### config.mk
export PLATFORM = sky130hd
export DESIGN_NAME = syscall_unit
export DESIGN_NICKNAME = d
export VERILOG_FILES = /design/src/rtl/syscall_unit_pkg.sv /design/src/rtl/syscall_unit_int_to_dec.sv /design/src/rtl/syscall_unit.sv
export SDC_FILE = /design/constraint.sdc
export NUM_CORES = 1
export LEC_CHECK = 0
export ABC_AREA = 1
export CELL_PAD_IN_SITES_DETAIL_PLACEMENT = 1
export CELL_PAD_IN_SITES_GLOBAL_PLACEMENT = 2
export CORE_MARGIN = 2
export CORE_UTILIZATION = 32
export DETAILED_ROUTE_END_ITERATION = 12
export PLACE_DENSITY_LB_ADDON = 0.08
export SYNTH_ARGS = -nofsm -noshare
export SYNTH_HDL_FRONTEND = slang
export SYNTH_SLANG_ARGS = --single-unit
### constraint.sdc
create_clock -name clk -period 11.7 [get_ports clk]
set_input_delay 1.755 -clock clk [delete_from_list [all_inputs] [get_ports clk]]
set_output_delay 1.755 -clock clk [all_outputs]
set_load 0.03 [all_outputs]
### src/rtl/syscall_unit_pkg.sv
// Shared constants and state encoding for the syscall service unit.
package syscall_unit_pkg;

   localparam logic [31:0] SYS_PRINT_INT  = 32'd1;
   localparam logic [31:0] SYS_PRINT_STR  = 32'd4;
   localparam logic [31:0] SYS_EXIT       = 32'd10;
   localparam logic [31:0] SYS_PRINT_CHAR = 32'd11;

   localparam logic [7:0] ASCII_ZERO  = 8'h30;
   localparam logic [7:0] ASCII_MINUS = 8'h2D;

   typedef enum logic [3:0] {
      IDLE,
      INT_SIGN,
      INT_CONV,
      INT_EMIT,
      STR_REQ,
      STR_WAIT,
      STR_EMIT,
      CHAR_EMIT,
      HALTED
   } state_t;

   // Two's-complement magnitude; 0x80000000 maps to itself, read as unsigned.
   function automatic logic [31:0] abs32(input logic [31:0] v);
      return v[31] ? (~v + 32'd1) : v;
   endfunction

endpackage

### src/rtl/syscall_unit_int_to_dec.sv
// Sequential binary-to-decimal converter: pushes one digit per cycle onto a
// 10-entry stack (LSD first) so the caller can pop them MSD first.
module syscall_unit_int_to_dec (
   input  logic        clk,
   input  logic        rst,
   input  logic        start,
   input  logic [31:0] mag,
   input  logic        pop,
   output logic        busy,
   output logic        digit_valid,
   output logic [3:0]  digit
);

   logic [31:0] m_q;
   logic [3:0]  stk_q [10];
   logic [3:0]  cnt_q;
   logic [31:0] quot;
   logic [3:0]  rem;

   assign quot = m_q / 32'd10;
   assign rem  = 4'(m_q % 32'd10);

   always_ff @(posedge clk) begin
      if (rst) begin
         m_q   <= 32'd0;
         cnt_q <= 4'd0;
         busy  <= 1'b0;
      end else if (start) begin
         m_q   <= mag;
         cnt_q <= 4'd0;
         busy  <= 1'b1;
      end else if (busy) begin
         // a zero magnitude still pushes a single '0' digit
         stk_q[cnt_q] <= rem;
         cnt_q        <= cnt_q + 4'd1;
         m_q          <= quot;
         busy         <= (quot != 32'd0);
      end else if (pop && cnt_q != 4'd0) begin
         cnt_q <= cnt_q - 4'd1;
      end
   end

   assign digit_valid = !busy && (cnt_q != 4'd0);
   assign digit       = (cnt_q != 4'd0) ? stk_q[cnt_q - 4'd1] : 4'd0;

endmodule

### src/rtl/syscall_unit.sv
// SPIM-style syscall service: print-int/string/char and exit, streaming ASCII
// on a ready/valid console port and stalling the pipeline until done.
//
// state     | meaning
// IDLE      | waiting for a SYSCALL
// INT_SIGN  | '-' pending (negative a0), then start digit conversion
// INT_CONV  | converter pushing digits
// INT_EMIT  | popping digits MSD first onto the console
// STR_REQ   | one-cycle byte read request at ptr
// STR_WAIT  | memory latency countdown, then capture byte
// STR_EMIT  | string byte pending on the console
// CHAR_EMIT | single character pending on the console
// HALTED    | program exited; only rst leaves
module syscall_unit
   import syscall_unit_pkg::*;
#(
   parameter int MAX_STR = 256,
   parameter int MEM_LAT = 1
) (
   input  logic        clk,
   input  logic        rst,
   input  logic        syscall,
   input  logic [31:0] v0,
   input  logic [31:0] a0,
   output logic        mem_req,
   output logic [31:0] mem_addr,
   input  logic [7:0]  mem_rdata,
   output logic        out_valid,
   output logic [7:0]  out_char,
   input  logic        out_ready,
   output logic        stall,
   output logic        halt,
   output logic        err
);

   localparam int         CNT_W    = $clog2(MAX_STR + 1);
   localparam logic [7:0] LAT_LOAD = 8'(MEM_LAT - 1);

   state_t             state_q, state_d;
   logic               out_valid_q, out_valid_d;
   logic [7:0]         out_char_q, out_char_d;
   logic [31:0]        ptr_q, ptr_d;
   logic [31:0]        arg_q, arg_d;
   logic [CNT_W-1:0]   left_q, left_d;
   logic [7:0]         wait_q, wait_d;
   logic               err_q, err_d;
   logic               halt_q, halt_d;
   logic               conv_start, conv_pop, conv_busy, digit_valid;
   logic [3:0]         digit;

   syscall_unit_int_to_dec u_int_to_dec (
      .clk         (clk),
      .rst         (rst),
      .start       (conv_start),
      .mag         (abs32(arg_q)),
      .pop         (conv_pop),
      .busy        (conv_busy),
      .digit_valid (digit_valid),
      .digit       (digit)
   );

   always_ff @(posedge clk) begin
      if (rst) begin
         state_q     <= IDLE;
         out_valid_q <= 1'b0;
         out_char_q  <= 8'd0;
         ptr_q       <= 32'd0;
         arg_q       <= 32'd0;
         left_q      <= '0;
         wait_q      <= 8'd0;
         err_q       <= 1'b0;
         halt_q      <= 1'b0;
      end else begin
         state_q     <= state_d;
         out_valid_q <= out_valid_d;
         out_char_q  <= out_char_d;
         ptr_q       <= ptr_d;
         arg_q       <= arg_d;
         left_q      <= left_d;
         wait_q      <= wait_d;
         err_q       <= err_d;
         halt_q      <= halt_d;
      end
   end

   always_comb begin
      state_d     = state_q;
      out_valid_d = out_valid_q;
      out_char_d  = out_char_q;
      ptr_d       = ptr_q;
      arg_d       = arg_q;
      left_d      = left_q;
      wait_d      = wait_q;
      err_d       = 1'b0;
      halt_d      = halt_q;
      conv_start  = 1'b0;
      conv_pop    = 1'b0;
      case (state_q)
         IDLE: if (syscall) begin
            arg_d = a0;
            case (v0)
               SYS_PRINT_INT: begin
                  state_d = INT_SIGN;
                  if (a0[31]) begin
                     out_valid_d = 1'b1;
                     out_char_d  = ASCII_MINUS;
                  end
               end
               SYS_PRINT_STR: begin
                  state_d = STR_REQ;
                  ptr_d   = a0;
                  left_d  = CNT_W'(MAX_STR);
               end
               SYS_PRINT_CHAR: begin
                  state_d     = CHAR_EMIT;
                  out_valid_d = 1'b1;
                  out_char_d  = a0[7:0];
               end
               SYS_EXIT: begin
                  state_d = HALTED;
                  halt_d  = 1'b1;
               end
               default: err_d = 1'b1;
            endcase
         end
         INT_SIGN: if (!out_valid_q || out_ready) begin
            out_valid_d = 1'b0;
            conv_start  = 1'b1;
            state_d     = INT_CONV;
         end
         INT_CONV: if (!conv_busy) state_d = INT_EMIT;
         INT_EMIT: if (!out_valid_q || out_ready) begin
            // refill in the transfer cycle keeps a steady 1 char/cycle
            if (digit_valid) begin
               conv_pop    = 1'b1;
               out_valid_d = 1'b1;
               out_char_d  = ASCII_ZERO + {4'd0, digit};
            end else begin
               out_valid_d = 1'b0;
               state_d     = IDLE;
            end
         end
         STR_REQ: begin
            state_d = STR_WAIT;
            wait_d  = LAT_LOAD;
         end
         STR_WAIT: begin
            if (wait_q == 8'd0) begin
               if (mem_rdata == 8'd0) begin
                  state_d = IDLE;
               end else begin
                  out_valid_d = 1'b1;
                  out_char_d  = mem_rdata;
                  state_d     = STR_EMIT;
               end
            end else begin
               wait_d = wait_q - 8'd1;
            end
         end
         STR_EMIT: if (out_ready) begin
            out_valid_d = 1'b0;
            ptr_d       = ptr_q + 32'd1;
            if (left_q == CNT_W'(1)) begin
               err_d   = 1'b1;
               state_d = IDLE;
            end else begin
               left_d  = left_q - CNT_W'(1);
               state_d = STR_REQ;
            end
         end
         CHAR_EMIT: if (out_ready) begin
            out_valid_d = 1'b0;
            state_d     = IDLE;
         end
         HALTED: out_valid_d = 1'b0;
         default: state_d = IDLE;
      endcase
   end

   assign mem_req   = (state_q == STR_REQ);
   assign mem_addr  = ptr_q;
   assign out_valid = out_valid_q;
   assign out_char  = out_char_q;
   assign halt      = halt_q;
   assign err       = err_q;
   assign stall     = (state_q != IDLE) | (syscall & (state_q == IDLE)) | halt_q;

endmodule
==> run summary <==
Drt pass-1 iters: 4
Slew HR: 37.5%
Worst hold path class: reg2reg
Worst Path Arrival: 11.01 ns
Synth Register Bits: 173
# DRC: 0
Worst-Margin Slew: 0.932 ns
Final Net Count: 1940
Pin count of the biggest net entering global routing: 46
VDD IR max: 0.0975 mV
Max Fclk: 92.4 MHz
Clock Skews: 0.00676 ns
Die height: 195 µm
Status: finished clean
Dpl cell area: 13300 µm²
CORE AREA: 35700 µm²
Top cell by count, worst path: nand2_4
Critical path's slowest cell: dfxtp_4
DRT iter0 DRCs: 464
Hold Vio Cnt, Final: 0
Max-Cap Viols: 0
Initial Util: 32.6%
Critical path class: reg2reg
Post-DP HPWL: 28600 µm
Synthesized cell area: 11600 µm²
GRT Resource Usage Total: 20.1%
Worst-Skew Late Latency: 0.45 ns
Main synth FF type: dfxtp_1
Initial antenna violation count: 0
Total grt overflow: 0
Vias: 11832
CP Launch Type: flip-flop
Io pins: 121
TritonCTS clock tree: built
Post-synthesis sequential area ratio: 33.3%
Hold slack: 0.454 ns
Syn Area/Cell: 6.69 µm²
Most frequent cells after synthesis: nand2_1, inv_1, nand3_1, dfxtp_1, a21oi_1
Synth warn: 0
Multi-input gate area: 7170 µm²
Cell accounting for the most synthesized area: dfxtp_1
Cts bufs inserted: 17
Total die area: 37800 µm²
H-tree levels: 4
Post-synth ARST share: 0%
Final Cell Area: 14500 µm²
Critical Path Fanout Max: 7
Pwr dens: 91.3 nW/µm²
Share of layout cells above drive strength 1: 17.1%
Utilization after layout: 40.8%
Min cycle time layout: 10.82 ns
Routed Antenna Nets: 0
GP Congestion: 0.803
Cells after Synth: 1735
Antenna fix cells: 0
Distinct cells, synth: 50
Total power: 1.33 mW
Port Buffers: 120
Reg area: 3870 µm²
Routed WL per cell: 16.6 µm
# setup viols final: 0
Die Span X: 195 µm
Filler Cell Count: 4536
DRT Wirelength: 38700 µm
Most repeated cell in the gate-level netlist after synthesis: nand2_1
LEAKAGE: 6.20 nW
Post-synth EDFFs: 40
CTS max path bufs: 2
Tcrit/Tclk final: 92.5%
Via density: 5.08
Post-synth net total: 1821
Vias in the first global route: 11893
Area Growth Syn to Fin: 25.2%
CP Capture Type: flip-flop
Critical Path RT: 11.89 ns
Std-Cell Rows: 69
Root buf cell: clkbuf_16
Largest cells by area after synthesis: dfxtp_1, nand2_1, edfxtp_1, nand3_1, inv_1
Area share of the largest cell type after synthesis: 22.9%
Reg clk slew, reported paths: 0.07 ns
CP peak stage delay: 0.40 ns
Fin. max-slew vios: 0
Sink Count: 173
First-pass GRT wire length: 62100 µm
## metrics by stage
| stage | setup slack (ns) | TNS (ns) | cells |
|---|---|---|---|
| 2_1_floorplan | 2.25 | 0 | 1735 |
| 3_3_place_gp | 0.739 | 0 | 2275 |
| 3_5_place_dp | 0.319 | 0 | 2275 |
| 4_1_cts | 0.298 | 0 | 2307 |
| 5_1_grt | -0.167 | -4.73 | 2328 |
| 6_report | 0.878 | 0 | 2328 |
## state kept, by name (all words and copies together), names as in the netlist
register,flops
arg_q,32
err,1
halt,1
left_q,9
mem_addr,32
out_char,8
out_valid,1
state_q,4
u_int_to_dec.busy,1
u_int_to_dec.cnt_q,4
u_int_to_dec.m_q,32
u_int_to_dec.stk_q,40
wait_q,8
## cell families after synthesis
family / after synthesis / share of synthesized area, %
compound gates: 336 / 16.6
xor+xnor: 24 / 1.81
fa+ha+maj: 10 / 1.08
buf+inv: 283 / 9.20
flops: 173 / 33.3
mux: 1 / 0.0862
simple gates: 908 / 37.9
## cells in the final DEF (no fill, tap or decap), types with 4 or more instances in the layout
cell	instances
nand3_4	10
inv_1	180
clkdlybuf4s50_1	119
a31oi_1	37
edfxtp_1	40
nor3_1	39
nor4_1	16
a311o_1	4
o21ai_2	6
ha_1	10
a211oi_1	8
nand2_1	357
or4_1	10
o211ai_1	4
nand3_2	34
nand4_1	17
or2_2	10
inv_2	41
nor2_1	121
clkinv_1	7
nand2_2	67
clkbuf_16	17
buf_4	32
a31o_2	6
a221oi_1	9
dfxtp_1	130
o21ai_0	103
xor2_1	22
a22oi_1	4
nand2_4	63
inv_6	6
nand3_1	155
a21oi_1	129
## worst paths after layout
check	startpoint	to	slack (ns)	depth (start not counted)
max	u_int_to_dec.m_q[31]$_SDFFE_PP0P_	u_int_to_dec.stk_q[2][1]$_DFFE_PP_	0.88	126
min	wait_q[7]$_SDFFE_PP0P_	wait_q[7]$_SDFFE_PP0P_	0.45	1
max reg2reg	u_int_to_dec.m_q[31]$_SDFFE_PP0P_	u_int_to_dec.stk_q[2][1]$_DFFE_PP_	0.88	126
min reg2reg	wait_q[7]$_SDFFE_PP0P_	wait_q[7]$_SDFFE_PP0P_	0.45	1
## worst max-delay path, delay by kind of cell (launching register included)
family	cells	cell delay, ns
flip-flops	1	0.40
AND/OR/NAND/NOR	106	8.54
buffers and inverters	18	1.26
AO/OA/AOI/OAI	2	0.26
## where the power goes
group | internal (mW) | total, mW | switching [mW] | leakage (nW)
Sequential | 0.616 | 0.623 | 0.00764 | 1.45
Combinational | 0.0406 | 0.0917 | 0.0511 | 4.46
Clock | 0.341 | 0.613 | 0.272 | 0.292
## layer usage
layer | share of wire [%] | track usage [%] | wire, µm
met1 | 51 | 28.8 | 19800
met5 | 0 | 0 | 0
met3 | 2.3 | 2.93 | 897
met2 | 46 | 32.3 | 17700
met4 | 0.75 | 3.85 | 291
## cell type report
class | instances | share of cell area, %
multi-input cells | 1280 | 49.4
flip-flops and latches | 173 | 26.6
repair buffers | 152 | 9.88
inverters | 230 | 5.99
well taps | 461 | 3.97
clock buffers | 18 | 2.95
clock inverters | 14 | 1.22
## timing repair
item / 4_1_cts / 5_1_grt
hold buffers: 0 / 0
endpoints found under the setup margin: 0 / 33
gates resized for setup: 0 / 125
buffers inserted: 0 / 20
hold endpoints to repair: 0 / 0
Power figures use the tool's default switching activity.
